### src/rtl/radix_2_div_pkg.sv
// Shared idex definitions for the iterative divider: FSM encoding,
// RV M-extension result constants and a conditional-negate helper.
package radix_2_div_pkg;

  // Widest operand the helpers below can handle.
  localparam int unsigned MAX_DW = 64;

  // Divider control states, 2-bit encoding.
  typedef enum logic [1:0] {
    IDLE   = 2'd0,
    DIV    = 2'd1,
    FIX    = 2'd2,
    FINISH = 2'd3
  } div_state_t;

  // Quotient returned on divide-by-zero: all ones in the low dw bits.
  function automatic logic [MAX_DW-1:0] div_zero_q(input int unsigned dw);
    return (MAX_DW'(1) << dw) - MAX_DW'(1);
  endfunction

  // Most negative two's-complement value of width dw (1 followed by zeros).
  function automatic logic [MAX_DW-1:0] signed_min(input int unsigned dw);
    return MAX_DW'(1) << (dw - 1);
  endfunction

  // Two's-complement negate when neg is set; doubles as |x| for sign-tagged x.
  function automatic logic [MAX_DW-1:0] cond_neg(input logic [MAX_DW-1:0] x,
                                                 input logic              neg);
    return neg ? (~x + MAX_DW'(1)) : x;
  endfunction

endpackage

### src/rtl/radix_2_div.sv
// Iterative restoring divider for DIV/DIVU/REM/REMU. One quotient bit per
// cycle on operand magnitudes, then a sign fix-up. Divide-by-zero and
// signed overflow are resolved at start and finish on the next cycle.
// DW must be even, at least 4 and no wider than MAX_DW.
module radix_2_div
  import radix_2_div_pkg::*;
#(
  parameter int DW = 32,
  parameter int CW = $clog2(DW + 1)
) (
  input  logic          clk,
  input  logic          rst_n,
  input  logic          start,
  input  logic          signed_op,
  input  logic [DW-1:0] dividend,
  input  logic [DW-1:0] divisor,
  output logic [DW-1:0] quotient,
  output logic [DW-1:0] remainder,
  output logic          div_finish,
  output logic          busy
);

  localparam logic [DW-1:0] DZQ  = DW'(div_zero_q(DW));
  localparam logic [DW-1:0] SMIN = DW'(signed_min(DW));

  div_state_t    state, state_nxt;
  logic [DW-1:0] dvd, dvs, q;
  logic [DW:0]   rem;
  logic [CW-1:0] cnt;
  logic          q_neg, r_neg;

  logic          div_zero, sgn_ovf, a_neg, b_neg;
  logic [DW-1:0] dvd_mag, dvs_mag, q_fix, r_fix;
  logic [DW+1:0] rem_sh, diff;

  // Operand classification, magnitudes, one restoring step and sign fix-up.
  // rem[DW] is always zero, so {rem, bit} equals the zero-extended
  // {rem[DW-1:0], bit} and the subtraction borrow lands in diff[DW+1].
  always_comb begin
    div_zero = (divisor == '0);
    sgn_ovf  = signed_op && (dividend == SMIN) && (divisor == '1);
    a_neg    = signed_op & dividend[DW-1];
    b_neg    = signed_op & divisor[DW-1];
    dvd_mag  = DW'(cond_neg(MAX_DW'(dividend), a_neg));
    dvs_mag  = DW'(cond_neg(MAX_DW'(divisor), b_neg));
    rem_sh   = {rem, dvd[DW-1]};
    diff     = rem_sh - {2'b00, dvs};
    q_fix    = DW'(cond_neg(MAX_DW'(q), q_neg));
    r_fix    = DW'(cond_neg(MAX_DW'(rem[DW-1:0]), r_neg));
  end

  // State register.
  always_ff @(posedge clk or negedge rst_n) begin
    if (!rst_n) state <= IDLE;
    else        state <= state_nxt;
  end

  // Next-state logic plus the busy/finish handshake decoded from state.
  always_comb begin
    state_nxt  = state;
    div_finish = 1'b0;
    busy       = 1'b0;
    case (state)
      IDLE: begin
        if (start) state_nxt = (div_zero || sgn_ovf) ? FINISH : DIV;
      end
      DIV: begin
        busy = 1'b1;
        if (cnt == CW'(DW - 1)) state_nxt = FIX;
      end
      FIX: begin
        busy      = 1'b1;
        state_nxt = FINISH;
      end
      FINISH: begin
        div_finish = 1'b1;
        state_nxt  = IDLE;
      end
      default: state_nxt = IDLE;
    endcase
  end

  // Datapath: operand capture, shift/subtract iterations and result registers.
  // Results are only written at start (special cases) or in FIX, so they
  // hold through IDLE until the next accepted operation.
  always_ff @(posedge clk or negedge rst_n) begin
    if (!rst_n) begin
      dvd       <= '0;
      dvs       <= '0;
      q         <= '0;
      rem       <= '0;
      cnt       <= '0;
      q_neg     <= 1'b0;
      r_neg     <= 1'b0;
      quotient  <= '0;
      remainder <= '0;
    end else begin
      case (state)
        IDLE: begin
          if (start) begin
            if (div_zero) begin
              quotient  <= DZQ;
              remainder <= dividend;
            end else if (sgn_ovf) begin
              quotient  <= dividend;
              remainder <= '0;
            end else begin
              dvd   <= dvd_mag;
              dvs   <= dvs_mag;
              q     <= '0;
              rem   <= '0;
              cnt   <= '0;
              q_neg <= a_neg ^ b_neg;
              r_neg <= a_neg;
            end
          end
        end
        DIV: begin
          dvd <= {dvd[DW-2:0], 1'b0};
          cnt <= cnt + CW'(1);
          if (!diff[DW+1]) begin
            rem <= diff[DW:0];
            q   <= {q[DW-2:0], 1'b1};
          end else begin
            rem <= rem_sh[DW:0];
            q   <= {q[DW-2:0], 1'b0};
          end
        end
        FIX: begin
          quotient  <= q_fix;
          remainder <= r_fix;
        end
        default: ;
      endcase
    end
  end

endmodule

### config.mk
export PLATFORM = sky130hd
export DESIGN_NAME = radix_2_div
export DESIGN_NICKNAME = d
export VERILOG_FILES = /design/src/rtl/radix_2_div_pkg.sv /design/src/rtl/radix_2_div.sv
export SDC_FILE = /design/constraint.sdc
export NUM_CORES = 1
export LEC_CHECK = 0
export ABC_AREA = 0
export ABC_CLOCK_PERIOD_IN_PS = 8130
export CORE_MARGIN = 4
export CORE_UTILIZATION = 63
export DETAILED_ROUTE_END_ITERATION = 10
export PLACE_DENSITY = 0.86
export REMOVE_ABC_BUFFERS = 1
export SYNTH_ARGS = -nofsm -noshare
export SYNTH_HDL_FRONTEND = slang
export SYNTH_SLANG_ARGS = --single-unit
### constraint.sdc
create_clock -name clk -period 8.13 [get_ports clk]
set_clock_uncertainty 0.2 [all_clocks]
set_input_delay 1.626 -clock clk [delete_from_list [all_inputs] [get_ports clk]]
set_output_delay 1.626 -clock clk [all_outputs]
set_load 0.005 [all_outputs]
==> out/results.ini <==
[status]
status=complete, no violations

[worst_setup_path]
crit_required_ns=8.28
critPathLaunchType=input pin
cp_data_arrival_time_ns=5.96
r2r-start=rem[8]$_DFFE_PN0P_
cp-startpoint=divisor[0]
r2r_setup_slack_ns=3.84
cp_max_fo=79
r2r_cells=11
criticalPathCategory=input pin to flop
worstReg2RegEnd=rem[23]$_DFFE_PN0P_
end_kind=flop
crit_end=dvd[5]$_DFFE_PN0P_

[grt]
grt_overflow=0
antenna_found_initial=0
grt_pass1_wl_mm=57.66
use_met1_pct=37.75
grtUsageMet3_pct=2.912
grt_pass1_vias=11700
grt_use_total_pct=29.14
grt_max_degree=88
busiest_layer=met2
use_met2_pct=51.95

[drt]
drt_wl_total_mm=35.07
viasPerCell=6.149
drtIter0Drc=884
drc=0
dr.pass1.iters=5
antenna_left=0
wl_per_cell_um=17.84
vias=12090

[finish]
drive_above_1_share_pct=4.481
mostFrequentLayoutCells=254 x nand2_1, 203 x dfrtp_1, 196 x o21ai_0
nNetsFinal=1794
area_growth_pct=16.48
fin_util_pct=75.32
design_area_um2=15440
fillers=1546
final_common_cell=nand2_1
diodes=0

[synth]
ys.flop_type=dfrtp_1
synth_area_um2=13250
syn_inst=1605
avgSynthCellArea_um2=8.257
ys.warnings.count=0
synth_edf_count=0
async_reset_ff_share_pct=100.0
ys_types=78
ys_seq_area_share_pct=38.33
synth-seq-cells=203

[timing]
setup_viol=0
rsz0062_at_grt=false
fin_crit_ns=5.811
worst_pin_slew_ns=1.136
fmax_ghz=0.1721
fin_crit_sh_pct=71.47
slew_headroom_pct=24.27
slew_violations=0
setup_ws_ns=2.319
finalHoldViolCount=0
fin_setup_tns_ns=0

[clocking]
cts_tree=yes
postCtsHoldBufs=0
clk_pin_slew_ns=0.06
clk_latency_ns=0.52
ctsLongestPathBuffers=3
h-tree-depth=1
cts_made_buffers=23
cts.root.buffer_cell=clkbuf_16
clock-sinks=203
ctsResizeCount=0
post_cts_buffers=0

[placement]
dpl.hpwl_mm=25.53
numPortBuffers=133
gp_congestion=0.9501
preCtsSetupSlack_ns=1.858
dpl_cell_area_um2=14650

[job]
drv_cap=0

[die]
core_um2=20490
fp-row-count=52
die_y_um=153.0
ios=134
die_w_um=153.0
start_util_pct=64.66
die-area_um2=23420

[power]
ir_worst_vdd_uv=236.8
power_leakage_nw=6.542
p_per_area_nw_per_um2=398.6

[min_path]
hold_class=flop to flop

-- critical path, cell delays in order --
cell	delay, ns
clkdlybuf4s50_1	0.50
inv_1	0.09
ha_1	0.15
or3b_1	0.38
nor3_2	0.29
and3_1	0.30
nand4_1	0.33
and4b_2	0.71
a21oi_4	0.27
buf_4	0.41
buf_4	0.61
o21ai_0	0.24
-- routing by layer --
metal | wire length (um) | vias to the layer above
li1 | - | 5836
met1 | 14600 | 5703
met2 | 17510 | 475
met3 | 2118 | 75
met4 | 841 | 0
met5 | 0 | -
-- worst min path at each step --
stage          slack [ns]                     start  cells past startpoint                       end
3_5_place_dp         0.26  quotient[15]$_DFFE_PN0P_                      2  quotient[15]$_DFFE_PN0P_
4_1_cts              0.27  quotient[15]$_DFFE_PN0P_                      2  quotient[15]$_DFFE_PN0P_
2_1_floorplan        0.25        dvd[0]$_DFFE_PN0P_                      2        dvd[0]$_DFFE_PN0P_
5_1_grt              0.30   quotient[1]$_DFFE_PN0P_                      2   quotient[1]$_DFFE_PN0P_
3_3_place_gp         0.25  quotient[18]$_DFFE_PN0P_                      2  quotient[18]$_DFFE_PN0P_
6_report             0.27  quotient[18]$_DFFE_PN0P_                      2  quotient[18]$_DFFE_PN0P_
-- cell families (layout without fill, tap and decap cells) --
group	Yosys count	count (layout)	share of synthesized area, %
fa+ha+maj	44	44	4.211
xor+xnor	146	146	9.705
compound gates	503	503	22.55
buf+inv	152	243	4.796
simple gates	528	528	18.20
flops	203	203	38.33
mux	29	29	2.200
-- registers in the layout, summed over array words and instances (netlist names) --
name and flops:
r_neg 1, remainder 32, quotient 32, dvd 32, dvs 32, cnt 6, q 32, rem 33
state 2, q_neg 1
-- per-stage QoR --
stage          power, W  instances  hold WS [ns]
2_1_floorplan  0.003935       1511        0.2488
3_3_place_gp   0.004902       1927        0.2495
3_5_place_dp   0.005019       1927        0.2600
4_1_cts        0.006130       1966        0.2725
5_1_grt        0.006625       1966        0.2981
6_report       0.006153       1966        0.2673
-- layout make-up --
class	instances	area, um2	area share (%)
well taps	270	337.8	2.188
inverters	58	217.7	1.410
clock buffers	31	645.6	4.182
repair buffers	146	1433	9.280
multi-input cells	1250	7580	49.10
flip-flops and latches	203	5080	32.91
clock inverters	8	143.9	0.9321
-- power by group --
group          switching [W]  total (W)  internal [W]
sequential          0.000329    0.00172       0.00139
clock               0.000410    0.00109      0.000680
combinational        0.00198    0.00335       0.00137
-- cells in the mapped netlist, types with 26 or more instances --
| library cell | number | share of area (%) |
|---|---|---|
| dfrtp_1 | 203 | 38 |
| clkbuf_1 | 65 | 1.8 |
| xnor2_1 | 83 | 5.5 |
| inv_1 | 58 | 1.6 |
| o31ai_1 | 26 | 1.5 |
| mux2i_1 | 28 | 2.1 |
| nand2_1 | 254 | 7.2 |
| ha_1 | 43 | 4.1 |
| o21ai_0 | 196 | 7.4 |
| nor2_1 | 127 | 3.6 |
| xor2_1 | 62 | 4.1 |
| a21oi_1 | 128 | 4.8 |
Power figures use the tool's default switching activity.
